### src/rtl/fe_pkg.sv
// Shared types and constants for the RV32I instruction-fetch stage.
//   PC_RESET_VALUE : core PC after reset; byte address of instruction word 0
//   RV32I_NOP      : ADDI x0,x0,0, handed to the core whenever a fetch faults
//   FETCH_FSM_t    : fetch sequencer states
//   FETCH_ERR_t    : fault cause reported alongside raw_bits
package fe_pkg;

  localparam logic [31:0] PC_RESET_VALUE = 32'h0400_0000;
  localparam logic [31:0] RV32I_NOP      = 32'h0000_0013;

  typedef enum logic [1:0] {
    IDLE = 2'd0,
    REQ  = 2'd1,
    WAIT = 2'd2,
    DONE = 2'd3
  } FETCH_FSM_t;

  typedef enum logic [1:0] {
    ERR_NONE     = 2'd0,
    ERR_MISALIGN = 2'd1,
    ERR_RANGE    = 2'd2,
    ERR_TIMEOUT  = 2'd3
  } FETCH_ERR_t;

endpackage

### src/rtl/fetch_addr_check.sv
// Combinational address qualification for the fetch stage.
// Ports:
//   fetch_pc     in  32          byte PC from the core
//   misaligned   out 1           PC not on a 4-byte boundary
//   out_of_range out 1           PC below BASE_ADDR or past the last memory word
//   word_addr    out ADDR_WIDTH  word index into instruction memory
module fetch_addr_check
  import fe_pkg::*;
#(
  parameter logic [31:0] BASE_ADDR  = PC_RESET_VALUE,
  parameter int unsigned MEM_WORDS  = 1024,
  parameter int unsigned ADDR_WIDTH = 10
) (
  input  logic [31:0]           fetch_pc,
  output logic                  misaligned,
  output logic                  out_of_range,
  output logic [ADDR_WIDTH-1:0] word_addr
);

  localparam logic [29:0] LAST_WORD_LIMIT = 30'(MEM_WORDS);

  // Word offset from the start of instruction memory. Wraps when the PC is
  // below BASE_ADDR, which is why that case is tested separately.
  logic [29:0] off_word;

  assign off_word     = 30'((fetch_pc - BASE_ADDR) >> 2);
  assign misaligned   = (fetch_pc[1:0] != 2'b00);
  assign out_of_range = (fetch_pc < BASE_ADDR) || (off_word >= LAST_WORD_LIMIT);
  assign word_addr    = off_word[ADDR_WIDTH-1:0];

endmodule

### src/rtl/rv32i_fetch_unit.sv
// Instruction-fetch stage feeding the RV32I core.
// Takes the core PC plus a level fetch request, runs a req/gnt/rvalid
// handshake to a variable-latency instruction memory and returns a
// registered instruction with a one-cycle valid pulse. Misaligned or
// out-of-range PCs and memory timeouts return a NOP with a fault cause.
// Ports:
//   clk, rst               clock (rising edge), asynchronous active-low reset
//   fetch_req, fetch_pc    request from the core, held until fetch_valid
//   flush                  abandon any in-flight fetch
//   mem_req, mem_addr      request / word address towards memory
//   mem_gnt                memory accepted the request
//   mem_rvalid, mem_rdata  read response
//   raw_bits               fetched instruction, held between fetches
//   fetch_valid, fetch_err one-cycle completion pulse and fault flag
//   err_cause              fault cause, held with raw_bits
module rv32i_fetch_unit
  import fe_pkg::*;
#(
  parameter logic [31:0] BASE_ADDR  = PC_RESET_VALUE,
  parameter int unsigned MEM_WORDS  = 1024,
  parameter int unsigned ADDR_WIDTH = $clog2(MEM_WORDS),
  parameter int unsigned TIMEOUT    = 16,
  parameter logic [31:0] NOP_INSTR  = RV32I_NOP
) (
  input  logic                  clk,
  input  logic                  rst,
  input  logic                  fetch_req,
  input  logic [31:0]           fetch_pc,
  input  logic                  flush,
  output logic                  mem_req,
  output logic [ADDR_WIDTH-1:0] mem_addr,
  input  logic                  mem_gnt,
  input  logic                  mem_rvalid,
  input  logic [31:0]           mem_rdata,
  output logic [31:0]           raw_bits,
  output logic                  fetch_valid,
  output logic                  fetch_err,
  output logic [1:0]            err_cause
);

  localparam int unsigned      CNT_W     = $clog2(TIMEOUT + 1);
  // The grant cycle counts as the first of the TIMEOUT cycles, so WAIT
  // gives up once the incremented count reaches TIMEOUT-1.
  localparam logic [CNT_W-1:0] WAIT_LAST = CNT_W'(TIMEOUT - 1);
  localparam logic [CNT_W-1:0] DROP_LAST = CNT_W'(TIMEOUT);

  FETCH_FSM_t            state_reg, state_next;
  FETCH_ERR_t            err_cause_reg;
  logic [ADDR_WIDTH-1:0] mem_addr_reg;
  logic [31:0]           raw_bits_reg;
  logic [CNT_W-1:0]      cnt_reg;
  logic [CNT_W-1:0]      cnt_inc;
  logic                  drop_pending_reg;

  logic                  misaligned;
  logic                  out_of_range;
  logic                  fault;
  logic                  wait_expired;
  logic [ADDR_WIDTH-1:0] word_addr;

  fetch_addr_check #(
    .BASE_ADDR  (BASE_ADDR),
    .MEM_WORDS  (MEM_WORDS),
    .ADDR_WIDTH (ADDR_WIDTH)
  ) u_addr_check (
    .fetch_pc     (fetch_pc),
    .misaligned   (misaligned),
    .out_of_range (out_of_range),
    .word_addr    (word_addr)
  );

  assign fault        = misaligned | out_of_range;
  assign cnt_inc      = cnt_reg + CNT_W'(1);
  assign wait_expired = (cnt_inc == WAIT_LAST);

  // State register
  always_ff @(posedge clk or negedge rst) begin
    if (!rst) begin
      state_reg <= IDLE;
    end else begin
      state_reg <= state_next;
    end
  end

  // Next-state logic; flush overrides every transition
  always_comb begin
    state_next = state_reg;
    case (state_reg)
      IDLE:    if (fetch_req) state_next = fault ? DONE : REQ;
      REQ:     if (mem_gnt && !drop_pending_reg) state_next = WAIT;
      WAIT:    if (mem_rvalid || wait_expired) state_next = DONE;
      DONE:    state_next = IDLE;
      default: state_next = IDLE;
    endcase
    if (flush) state_next = IDLE;
  end

  // Datapath: address, result, counter and stale-response tracking
  always_ff @(posedge clk or negedge rst) begin
    if (!rst) begin
      mem_addr_reg     <= '0;
      raw_bits_reg     <= NOP_INSTR;
      err_cause_reg    <= ERR_NONE;
      cnt_reg          <= '0;
      drop_pending_reg <= 1'b0;
    end else begin
      // A flushed WAIT still owes us one response; swallow it (or give up
      // after TIMEOUT cycles). The counter is free here because REQ is held
      // off while this flag is set, so no WAIT can overlap it.
      if (drop_pending_reg) begin
        cnt_reg <= cnt_inc;
        if (mem_rvalid || (cnt_inc == DROP_LAST)) drop_pending_reg <= 1'b0;
      end

      if (flush) begin
        // A response landing together with the flush is the one owed, so
        // only arm the drop when it has not arrived yet.
        if ((state_reg == WAIT) && !mem_rvalid) begin
          drop_pending_reg <= 1'b1;
          cnt_reg          <= '0;
        end
      end else begin
        case (state_reg)
          IDLE: begin
            if (fetch_req) begin
              if (fault) begin
                raw_bits_reg  <= NOP_INSTR;
                err_cause_reg <= misaligned ? ERR_MISALIGN : ERR_RANGE;
              end else begin
                mem_addr_reg <= word_addr;
              end
            end
          end
          REQ: begin
            if (mem_gnt && !drop_pending_reg) cnt_reg <= '0;
          end
          WAIT: begin
            cnt_reg <= cnt_inc;
            if (mem_rvalid) begin
              raw_bits_reg  <= mem_rdata;
              err_cause_reg <= ERR_NONE;
            end else if (wait_expired) begin
              raw_bits_reg  <= NOP_INSTR;
              err_cause_reg <= ERR_TIMEOUT;
            end
          end
          default: ;
        endcase
      end
    end
  end

  // Outputs decoded from state
  always_comb begin
    mem_req     = (state_reg == REQ) && !drop_pending_reg;
    fetch_valid = (state_reg == DONE);
    fetch_err   = (state_reg == DONE) && (err_cause_reg != ERR_NONE);
  end

  assign mem_addr  = mem_addr_reg;
  assign raw_bits  = raw_bits_reg;
  assign err_cause = err_cause_reg;

endmodule

### config.mk
export PLATFORM = sky130hd
export DESIGN_NAME = rv32i_fetch_unit
export DESIGN_NICKNAME = d
export VERILOG_FILES = /design/src/rtl/fe_pkg.sv /design/src/rtl/fetch_addr_check.sv /design/src/rtl/rv32i_fetch_unit.sv
export SDC_FILE = /design/constraint.sdc
export NUM_CORES = 1
export LEC_CHECK = 0
export CAP_MARGIN = 20
export CORE_ASPECT_RATIO = 1.5
export CORE_MARGIN = 2
export CORE_UTILIZATION = 45
export CTS_CLUSTER_SIZE = 28
export DETAILED_ROUTE_END_ITERATION = 8
export PLACE_DENSITY = 0.86
export SLEW_MARGIN = 30
export SYNTH_ARGS = -nofsm -noshare
export SYNTH_HDL_FRONTEND = slang
export SYNTH_SLANG_ARGS = --single-unit
### constraint.sdc
create_clock -name clk -period 3.2 [get_ports clk]
set_input_delay 0.64 -clock clk [delete_from_list [all_inputs] [get_ports clk]]
set_output_delay 0.64 -clock clk [all_outputs]
set_load 0.01 [all_outputs]
==> results.yml <==
status:
  status: "complete, no violations"
floorplan:
  dieArea_sq_um: 6379
  die-height_um: 96.83
  core_area_sq_um: 5492
  die_w_um: 65.89
  ios: 117
  start_util: 0.4707
  num_rows: 33
global_routing:
  gr-total-overflow: 0
  grt_pass1_vias: 2227
  grt_pass1_wl_um: 10810
  grtUsageTotal: 0.2190
  grt_max_degree: 38
  grt_antenna_before_repair: 0
setup_path:
  cp_slowest_stage_delay_ns: 0.54
  r2r_setup_slack_ns: 0.72
  worstPathArrival_ns: 2.77
  worstSetupStartpointType: "input port"
  critPathKind: "in -> reg"
  crit_required_ns: 3.40
  cp-end-kind: "flop"
  critPathSlowestCell: "and3b_1"
  crit_fanout: 10
  cp_cell_sequence: "clkdlybuf4s50_1, nor4_1, nand2_1, nor2_1, and3b_1, mux2_2"
timing:
  max_freq_ghz: 0.3882
  min_period_over_period: 0.8050
  hold_viol: 0
  fin_crit_ns: 2.576
  tightest_slew_ns: 0.5082
  slew_headroom: 0.6612
  setup-tns-final_ns: 0
  fin_worst_skew_ns: 0.008575
  slew_violations: 0
  rsz0062_at_grt: "false"
  setup_violations: 0
yosys:
  syn_area_sq_um: 2585
  synth_warnings: 0
  synth_commonest_cells: "dfrtp_1 (49), mux2_2 (40), and3_1 (29)"
  synth_largest_area_cell: "dfrtp_1"
  yosysTopAreaCellShare: 0.4743
  synthMostInstantiatedCell: "dfrtp_1"
  yosysUniqueCellTypes: 42
  synth_area_leaders: "dfrtp_1 (47%), mux2_2 (17%), and3_1 (7.0%), ha_1 (3.4%), dfstp_2 (3.0%)"
  syn_inst: 214
  seq_area_frac_synth: 0.5048
  synthFlopType: "dfrtp_1"
  synthArstFlopShare: 1.000
  synth_area_per_cell_sq_um: 12.08
  ys_seq_elements: 52
  synth-edff-count: 0
  synth_fp_nets: 291
hold_path:
  worstHoldPathType: "in -> async"
detailed_routing:
  dr.pass1.iters: 4
  drt_iter0_drc: 53
  routed_wl_um: 6678
  drtAntennaViolNets: 0
  wl_per_cell_um: 16.61
  route.detailed.drc: 0
  vias: 2106
  vias_per_cell: 5.239
power_and_ir_drop:
  p_leak_nw: 1.857
  power_density_nw_per_um2: 572.9
  peakVddDrop_uv: 522.9
cts:
  postCtsSetupRepairBufs: 0
  hold_buffers: 0
  cts_buffers: 5
  cts.sinks: 52
  clk_pin_slew_ns: 0.10
  cts-resized-gates: 0
  root_buffer: "clkbuf_8"
  cts_tree: "built"
  worstSkewPairLatency_ns: 0.31
  cts.htree.levels: 2
  cts_buffer_depth: 2
place:
  place_area_sq_um: 3801
  place.gp.congestion: 0.8708
  hpwl_um: 4975
  dp.cells: 394
  numPortBuffers: 116
layout:
  areaGrowthSynthToFinish_pct: 50.73
  drive_above_1_share: 0.1898
  n_antenna_cell: 0
  fillCellCount: 401
  fin_nets: 408
  fin_area_sq_um: 3896
  largest_reg_flops: 32
  post_layout_nonfiller_instances: 402
flow_run:
  timing.max_cap.violations: 0
==> cells by family after synthesis <==
logic type / count (synthesis) / synth area share
buffers and inverters: 23 / 0.04259
flip-flops: 52 / 0.5048
XOR/XNOR: 2 / 0.006778
adder cells (fa/ha/maj): 7 / 0.03388
AO/OA/AOI/OAI: 24 / 0.06583
multiplexers: 46 / 0.1980
AND/OR/NAND/NOR: 60 / 0.1481
==> metal layers <==
metal / global-route usage / wire length [um]
met2: 0.3893 / 3722
met4: 0.08333 / 196
met1: 0.2561 / 2469
met3: 0.03488 / 290
met5: 0 / 0
==> power by group <==
part / leakage (nW) / internal, W / switching, W
clock: 0.0423 / 0.000159 / 0.000232
sequential: 0.702 / 0.000798 / 0.0000969
combinational: 1.11 / 0.000536 / 0.000410
==> cell usage in the layout (no fill, tap or decap), types with 2 or more instances in the layout <==
master             n
and3_1            29
dfstp_2            3
mux2i_1            5
nand2b_1           2
o21ai_0            4
nor4b_1            2
clkinvlp_4         2
nor4_1             3
mux2_2            40
a311oi_1           4
nor2b_1            2
inv_1             12
buf_4              5
dfrtp_1           49
nand2_1            5
a21oi_1            7
nor2_1             6
clkbuf_8           5
ha_1               7
clkdlybuf4s50_1  115
==> per-stage QoR <==
step	total power, W	utilization	setup slack, ns	hold slack [ns]
floorplan	0.001413	-	1.014	0.3444
global placement	0.001827	0.6922	0.2455	0.4535
detailed placement	0.001859	0.6922	0.2320	0.4613
CTS	0.002254	0.7095	0.5603	0.2936
global route	0.002367	0.7095	0.5028	0.3127
finish	0.002232	0.7095	0.6241	0.2846
==> critical path: cells and delay by family <==
kind	cells	cell delay, ns
AND/OR/NAND/NOR	4	1.28
multiplexers	1	0.40
buffers and inverters	1	0.45
==> path summary, 6_finish.rpt <==
path,startpoint,cells past startpoint,endpoint
max,fetch_pc[1],6,mem_addr[3]
min in group clk,raw_bits[4],2,raw_bits[4]
min,rst,1,raw_bits[30]
max reg2reg,state_reg[0],7,mem_addr[3]
max in group asynchronous,rst,2,raw_bits[1]
min reg2reg,raw_bits[4],2,raw_bits[4]
==> layout make-up <==
| class | instances | area, sq um | area share |
|---|---|---|---|
| clock buffers | 5 | 68.82 | 0.01766 |
| clock inverters | 3 | 26.28 | 0.006744 |
| flip-flops and latches | 52 | 1305 | 0.3349 |
| multi-input cells | 139 | 1170 | 0.3003 |
| inverters | 12 | 45.04 | 0.01156 |
| repair buffers | 121 | 1194 | 0.3064 |
| well taps | 70 | 87.58 | 0.02248 |
Power figures use the tool's default switching activity.
